===== src/rtl/pipeline_pkg.sv =====
// rtl/pipeline_pkg.sv - shared constants and types for the fetch / decode pipeline
// Contents: PC width, NOP and HALT encodings, fetch FSM state type,
//           rs/rt field positions within an instruction word.
package pipeline_pkg;

  localparam int PC_W = 7;

  localparam logic [31:0] NOP_WORD  = 32'h0000_0000;
  localparam logic [31:0] HALT_WORD = 32'hFFFF_FFFF;

  localparam int RS_MSB = 25;
  localparam int RS_LSB = 21;
  localparam int RT_MSB = 20;
  localparam int RT_LSB = 16;

  typedef enum logic {
    ST_RUN  = 1'b0,
    ST_HALT = 1'b1
  } fetch_state_t;

endpackage


===== src/rtl/hazard_unit.sv =====
// rtl/hazard_unit.sv - combinational load-use hazard detector
// Ports:
//   idex_mem_read  in   load sitting in ID/EX
//   idex_rt        in   destination register of that load
//   rs, rt         in   source fields of the instruction in IF/ID
//   valid_reg      in   IF/ID holds a real instruction
//   stall          out  IF/ID consumer must wait one cycle
module hazard_unit
  import pipeline_pkg::*;
(
  input  logic       idex_mem_read,
  input  logic [4:0] idex_rt,
  input  logic [4:0] rs,
  input  logic [4:0] rt,
  input  logic       valid_reg,
  output logic       stall
);

  logic w_dest_nonzero;
  logic w_src_match;

  // Register 0 is hard-wired, so a load targeting it never creates a dependency.
  assign w_dest_nonzero = (idex_rt != 5'd0);
  assign w_src_match    = (idex_rt == rs) || (idex_rt == rt);
  assign stall          = idex_mem_read && w_dest_nonzero && valid_reg && w_src_match;

endmodule


===== src/rtl/fetch_if_id.sv =====
// rtl/fetch_if_id.sv - instruction fetch stage with IF/ID register, branch flush and load-use stall
// Ports:
//   clk, rst                 clock, asynchronous active-low reset
//   imem_addr / imem_data    combinational instruction-memory read
//   branch_taken/_target     fetch redirect from the branch resolver
//   idex_mem_read, idex_rt   load currently in ID/EX
//   instr_reg, pc_next_reg,  IF/ID contents for decode
//   valid_reg, rs, rt
//   bubble                   ID/EX must load zeroed controls this cycle
//   halted                   fetch stopped on HALT_WORD
module fetch_if_id
  import pipeline_pkg::*;
#(
  parameter int          PC_W      = pipeline_pkg::PC_W,
  parameter logic [PC_W-1:0] RESET_PC = '0,
  parameter logic [31:0] HALT_WORD = pipeline_pkg::HALT_WORD
) (
  input  logic            clk,
  input  logic            rst,
  output logic [PC_W-1:0] imem_addr,
  input  logic [31:0]     imem_data,
  input  logic            branch_taken,
  input  logic [PC_W-1:0] branch_target,
  input  logic            idex_mem_read,
  input  logic [4:0]      idex_rt,
  output logic [31:0]     instr_reg,
  output logic [PC_W-1:0] pc_next_reg,
  output logic            valid_reg,
  output logic [4:0]      rs,
  output logic [4:0]      rt,
  output logic            bubble,
  output logic            halted
);

  fetch_state_t    r_state;
  logic [PC_W-1:0] r_pc;
  logic [31:0]     r_instr;
  logic [PC_W-1:0] r_pc_next;
  logic            r_valid;

  fetch_state_t    w_state_nxt;
  logic [PC_W-1:0] w_pc_nxt;
  logic [31:0]     w_instr_nxt;
  logic [PC_W-1:0] w_pc_next_nxt;
  logic            w_valid_nxt;
  logic [PC_W-1:0] w_pc_inc;
  logic            w_stall;

  // Wraps modulo 2^PC_W with no overflow indication.
  assign w_pc_inc = r_pc + PC_W'(1);

  hazard_unit u_hazard (
    .idex_mem_read (idex_mem_read),
    .idex_rt       (idex_rt),
    .rs            (rs),
    .rt            (rt),
    .valid_reg     (r_valid),
    .stall         (w_stall)
  );

  always_ff @(posedge clk or negedge rst) begin
    if (!rst) begin
      r_state   <= ST_RUN;
      r_pc      <= RESET_PC;
      r_instr   <= NOP_WORD;
      r_pc_next <= '0;
      r_valid   <= 1'b0;
    end else begin
      r_state   <= w_state_nxt;
      r_pc      <= w_pc_nxt;
      r_instr   <= w_instr_nxt;
      r_pc_next <= w_pc_next_nxt;
      r_valid   <= w_valid_nxt;
    end
  end

  // Priority: branch redirect, then load-use hold, then halt detect, then fetch.
  always_comb begin
    w_state_nxt   = r_state;
    w_pc_nxt      = r_pc;
    w_instr_nxt   = r_instr;
    w_pc_next_nxt = r_pc_next;
    w_valid_nxt   = r_valid;

    if (branch_taken) begin
      w_state_nxt   = ST_RUN;
      w_pc_nxt      = branch_target;
      w_instr_nxt   = NOP_WORD;
      w_pc_next_nxt = '0;
      w_valid_nxt   = 1'b0;
    end else begin
      unique case (r_state)
        ST_RUN: begin
          if (w_stall) begin
            // Everything holds so the dependent instruction is re-presented.
          end else if (imem_data == HALT_WORD) begin
            // The halt word itself is never passed to decode.
            w_state_nxt   = ST_HALT;
            w_instr_nxt   = NOP_WORD;
            w_pc_next_nxt = '0;
            w_valid_nxt   = 1'b0;
          end else begin
            w_pc_nxt      = w_pc_inc;
            w_instr_nxt   = imem_data;
            w_pc_next_nxt = w_pc_inc;
            w_valid_nxt   = 1'b1;
          end
        end
        ST_HALT: begin
          w_instr_nxt   = NOP_WORD;
          w_pc_next_nxt = '0;
          w_valid_nxt   = 1'b0;
        end
        default: begin
          w_state_nxt = ST_RUN;
        end
      endcase
    end
  end

  assign imem_addr   = r_pc;
  assign instr_reg   = r_instr;
  assign pc_next_reg = r_pc_next;
  assign valid_reg   = r_valid;
  assign rs          = r_instr[RS_MSB:RS_LSB];
  assign rt          = r_instr[RT_MSB:RT_LSB];
  assign bubble      = branch_taken | w_stall;
  assign halted      = (r_state == ST_HALT);

endmodule


===== config.mk =====
export PLATFORM = sky130hd
export DESIGN_NAME = fetch_if_id
export DESIGN_NICKNAME = d
export VERILOG_FILES = /design/src/rtl/pipeline_pkg.sv /design/src/rtl/hazard_unit.sv /design/src/rtl/fetch_if_id.sv
export SDC_FILE = /design/constraint.sdc
export NUM_CORES = 1
export LEC_CHECK = 0
export CAP_MARGIN = 15
export CORE_MARGIN = 10
export CORE_UTILIZATION = 42
export CTS_CLUSTER_SIZE = 28
export DETAILED_ROUTE_END_ITERATION = 10
export GPL_TIMING_DRIVEN = 1
export PLACE_DENSITY = 0.78
export SLEW_MARGIN = 20
export SYNTH_ARGS = -nofsm -noshare
export SYNTH_HDL_FRONTEND = slang
export SYNTH_SLANG_ARGS = --single-unit

===== constraint.sdc =====
create_clock -name clk -period 2.3 [get_ports clk]
set_input_delay 0.345 -clock clk [delete_from_list [all_inputs] [get_ports clk]]
set_output_delay 0.345 -clock clk [all_outputs]
set_load 0.01 [all_outputs]

==> results of run 1 <==
report_power, final:
group / switching, mW / internal [mW]
clock network: 0.277 / 0.323
logic: 0.220 / 0.310
registers: 0.0588 / 0.907
total: 0.555 / 1.54
worst min-delay path by stage:
stage / from / to / cells past startpoint
2_1_floorplan: rst / halted / 0
3_3_place_gp: rst / instr_reg[12] / 1
3_5_place_dp: rst / instr_reg[15] / 1
4_1_cts: rst / instr_reg[15] / 1
5_1_grt: rst / instr_reg[13] / 1
6_report: rst / instr_reg[21] / 1
cell usage in the layout, fill, tap and decap left out, types with 2 or more instances in the layout:
master	count
a211o_1	2
a21o_1	2
a21oi_1	3
a221oi_1	5
a22o_1	30
and3_1	4
buf_2	2
buf_4	24
clkbuf_8	5
clkdlybuf4s50_1	104
dfrtp_1	48
inv_1	9
mux2i_1	7
nand2_1	11
nand3_1	12
nand4_1	9
nor2_1	4
nor2b_1	9
nor3_1	2
nor3b_1	2
nor4_2	2
o2111ai_1	4
o211ai_1	3
xnor2_1	11
xor2_1	4
what timing repair did:
item,in CTS,in global routing
hold buffers,0,0
resized for setup,4,0
setup endpoints to repair,1,0
buffers inserted,1,0
logic make-up after synthesis:
| family | Yosys count |
|---|---|
| compound gates | 57 |
| xor+xnor | 15 |
| fa+ha+maj | 1 |
| buf+inv | 31 |
| flops | 48 |
| mux | 8 |
| simple gates | 60 |
metal layers:
| metal | vias up | global-route usage [%] | routed length (µm) |
|---|---|---|---|
| met5 | - | 0 | 0 |
| met4 | 0 | 2.25 | 6 |
| met3 | 2 | 5.18 | 471 |
| met2 | 80 | 25.9 | 3770 |
| met1 | 1076 | 20.1 | 3450 |
| li1 | 1047 | - | - |
per-stage QoR:
step           worst slack (ps)  hold WS (ps)  area (µm²)  std cells  utilization [%]
3_5_place_dp               -307           386        3650        400             65.1
5_1_grt                    15.9          88.6        3760        409             67.1
3_3_place_gp               -300           379        3650        400             65.1
2_1_floorplan               411          49.4        2480        220                -
4_1_cts                    86.0          64.5        3760        409             67.1
6_report                   82.5          48.4        3760        409             67.1
layout make-up:
cell class | instances | area (µm²)
well taps | 72 | 90.1
multi-input cells | 141 | 1080
clock inverters | 2 | 35.0
fillers | 467 | 1850
repair buffers | 131 | 1250
inverters | 9 | 33.8
clock buffers | 6 | 72.6
flip-flops and latches | 48 | 1200
worst reg2reg max path: stages (launching register included):
cell and delay [ps]:
dfrtp_1 440, xnor2_1 180, nand3_1 120, o22a_1 270, nor4_4 400, buf_4 310
mux2i_1 210
==> out/metrics.yaml, run 1 <==
grt_usage_pct: 15.8
drive_gt1_share_pct: 11.9
first_pass_iters: 4
cts_htree_levels: 2
reg2reg_slack_ps: 320
postRouteAntennaNets: 0
synth_fp_nets: 269
die_x_um: 96.8
nets: 385
synth_cell_type_count: 40
synth_fa_ha_area_share_pct: 0.505
p_total_mw: 2.10
cp.depth: 5
drc_errors: 0
via_per_inst: 5.39
r2r_cells: 6
yosysMostFrequentCell: "dfrtp_1"
endpoint_kind: "output port"
synth_top_cells_by_count: "48 x dfrtp_1, 30 x a22o_1, 12 x nand3_1"
clkSinkCount: 48
slowest_delay_ps: 540
grt_pass1_vias: 2283
route.vias.total: 2205
core_mm2: 0.00561
critPathKind: "input pin to output port"
peakVddDrop_mv: 0.296
setup-tns-final_ps: 0
synth_top_area_share_pct: 48.5
hp-class: "input pin to asynchronous set/reset pin"
cts_tree: "done"
required_ps: 1960
setup_violations: 0
cts.path.max_buffers: 2
fmax_mhz: 451
synthArstFlopShare_pct: 100
hold_viol: 0
root_buffer: "clkbuf_8"
p_per_area_mw_per_mm2: 557
grt_max_degree: 26
slowest_stage: "or4_4"
leakage_nw: 1.63
postSynthAreaPerCell_um2: 11.3
drt_iter0_drc: 71
wl_um: 7700
r2r-end: "instr_reg[31]"
synth_ff_type: "dfrtp_1"
cp-startpoint: "idex_rt[3]"
ys_warn_count: 0
start_kind: "input pin"
num_rows: 27
io_pins: 107
synthSimpleGateAreaFrac_pct: 14.3
finalCriticalPeriod_ps: 2220
gr-total-overflow: 0
place_congestion: 0.856
synth-xor-area-share_pct: 5.30
path_clk_slew_ps: 90
wl_per_cell_um: 18.8
ys_seq_area_share_pct: 48.5
crit_arrival_ps: 1870
portBuffers: 106
dieArea_mm2: 0.00937
cap_viol_max_count: 0
antenna_found_initial: 0
path_max_fanout: 2
rsz0062_at_grt: "no"
period_share_pct: 96.4
start_util_pct: 44.2
grt_pass1_wl_um: 12500
muxShareOfSynthArea_pct: 3.28
fp.dieH_um: 96.8
diodes: 0
postSynthCellCount: 220
cpLargestDelayFamily: "buffers and inverters"
crit_path_end: "bubble"
dpl.hpwl_um: 5970
clock_latency_ps: 300
ys_top_cells_by_area: "dfrtp_1 48%, a22o_1 11%, xnor2_1 3.9%"
netlist_area_mm2: 0.00248
cts-buffers-inserted: 5
finalClockSkew_ps: 7.34
cp_num_buf_inv: 2
synth_compound_area_share_pct: 20.0
worst_slew_pin_slew_ps: 635
ys_ff_latch: 48
r2r_start: "instr_reg[25]"
path_cells: "clkdlybuf4s50_1, or4_4, o211a_1, a21o_1, buf_2"
synth_top_family_by_area: "compound AO/OA/AOI/OAI gates"
slew_viol_final: 0
status: "finished clean"
relSlewSlack_pct: 57.7
yosysTopAreaCell: "dfrtp_1"
synth-edff-count: 0
syn_to_final_growth_pct: 51.7
largest_reg_flops: 32
No activity file was read; power rests on OpenSTA's default activity.
==> run 2, diff against run 1 <==
--- a/config.mk
+++ b/config.mk
@@ -16,3 +16,4 @@
 export SYNTH_ARGS = -nofsm -noshare
 export SYNTH_HDL_FRONTEND = slang
 export SYNTH_SLANG_ARGS = --single-unit
+export TNS_END_PERCENT = 20
==> results of run 2 <==
Final layout, timing and power as in run 1 (identical DEF).
==> patch: new RTL, flow settings as in run 1 <==
Put a register stage on the outputs `bubble` and `halted`, cleared by the reset. The values now appear one clock later. The other outputs are not delayed to match. Comments in the files are not updated.
--- a/src/rtl/fetch_if_id.sv
+++ b/src/rtl/fetch_if_id.sv
@@ -124,8 +124,15 @@
   assign valid_reg   = r_valid;
   assign rs          = r_instr[RS_MSB:RS_LSB];
   assign rt          = r_instr[RT_MSB:RT_LSB];
-  assign bubble      = branch_taken | w_stall;
-  assign halted      = (r_state == ST_HALT);
+  always_ff @(posedge clk or negedge rst) begin
+    if (!rst) begin
+      bubble <= '0;
+      halted <= '0;
+    end else begin
+      bubble <= branch_taken | w_stall;
+      halted <= (r_state == ST_HALT);
+    end
+  end
 
 endmodule
 
Function: changed (a bounded check fails within 4 cycles, from zero or initial values and one cycle with rst low).
==> patch against run 1 <==
The run now ends with negative hold slack left. Register-to-register slack better by 0.18 ns. Die area increased by 2.4%. Worst setup slack gained 0.19 ns. Total power rose by 4.4%. Utilization shrank 2.6 points. Critical path depth up 2. Combinational power barely moved. Critical endpoint is now imem_addr[1]. Sequential cell count rose by 2. Critical path type is now in2reg. First-iteration DRC count rose by 38%. Largest cell class is now registers. Sequential power increased by 5%. Design area increased by 1.5%. Synthesized area rose by 3.0%. Routed wire length decreased by 1.3%.
==> patch: results (changes against run 1) <==
metric,value,unit,change
power_switching,0.0005992,W,+7.9%
cts.repair.resized,0,,-4
cp.arrival,2.23,ns,+0.36 ns
fin_skew,0.006023,ns,-0.001320 ns
hpwlAfterDp,6.073,mm,+1.8%
syn-num-nets,270,,+0.37%
dr.pass1.iters,4,,unchanged
postCtsSetupBuffers,0,,-1
vias,2201,,-0.18%
ys_seq_area_frac,0.4900,,+0.005352
ff2ff_setup_slack,0.50,ns,+0.18 ns
grt_pass1_wl,12.16,mm,-2.5%
endpoint,imem_addr[1],,
status,"finished, violations left",,
hold_ws,-0.0005934,ns,-0.04901 ns
p_leak,1.646,nW,+1.2%
synth_commonest_cells,"dfrtp_1, a22o_1, nand2_1",,
wire_per_inst,18.49,um,-1.8%
cts_max_level,2,,unchanged
max-slew-margin-rel,0.6307,,+0.05385
hold_viol_final,1,,+1
vdd_drop_max,0.2615,mV,-12%
use_met2,0.2548,,-0.004380
drive_above_1_share,0.1190,,+0.0003533
synth_area_leaders,"dfrtp_1, a22o_1, mux2i_1, buf_6, xnor2_1",,
grt_max_degree,25,,-3.8%
violations,negative hold slack,,
grt.met1_usage,0.1823,,-0.01820
finalNetCount,384,,-0.26%
critical_path_peak_fanout,6,,+4
synthDistinctLibCells,39,,-2.5%
-- patch: cell types whose count changed in the layout (fill, tap and decap cells not counted), moves of 2 or more --
cell and delta:
mux2i_1 +2, inv_6 +2, o211ai_1 -2, nor3b_1 -2
buf_4 -4, dfrtp_1 +2, inv_1 +2, nand2_1 +2
-- patch: cell families after synthesis --
group                    Yosys count  synth area share
multiplexers                       9           0.03528
AND/OR/NAND/NOR                   60            0.1357
XOR/XNOR                          15           0.05144
AO/OA/AOI/OAI                     55            0.1989
buffers and inverters             31           0.08378
adder cells (fa/ha/maj)            1          0.004899
flip-flops                        50            0.4900
-- patch: cell type report --
cell class | instances | area, um^2
Clock buffer | 5 | 68.82
Clock inverter | 3 | 47.55
Fill cell | 478 | 2103
Inverter | 11 | 41.29
Multi-Input combinational cell | 140 | 1089
Sequential cell | 50 | 1251
Tap cell | 75 | 93.84
Timing Repair Buffer | 127 | 1226
-- patch: through the flow --
stage,cells,total power (W),cell area [um^2],setup slack [ns]
floorplan,221,0.001236,2554,0.4804
global placement,403,0.001549,3701,-0.006461
detailed placement,403,0.001560,3701,-0.04212
CTS,411,0.002209,3817,0.2717
global route,411,0.002285,3817,0.1760
finish,411,0.002187,3817,0.2682
-- patch: power by group through the flow --
stage / clock network, W / registers [W] / logic, W
2_1_floorplan: 0 / 0.00104 / 0.000194
3_3_place_gp: 0 / 0.00102 / 0.000530
3_5_place_dp: 0 / 0.00102 / 0.000537
4_1_cts: 0.000664 / 0.00101 / 0.000539
5_1_grt: 0.000694 / 0.00102 / 0.000574
6_report: 0.000648 / 0.00101 / 0.000532
-- patch: routing by layer --
layer / share of wire / vias up
met5: 0 / -
met4: 0.0076 / 0
met3: 0.076 / 4
met2: 0.51 / 80
met1: 0.41 / 1074
li1: - / 1043
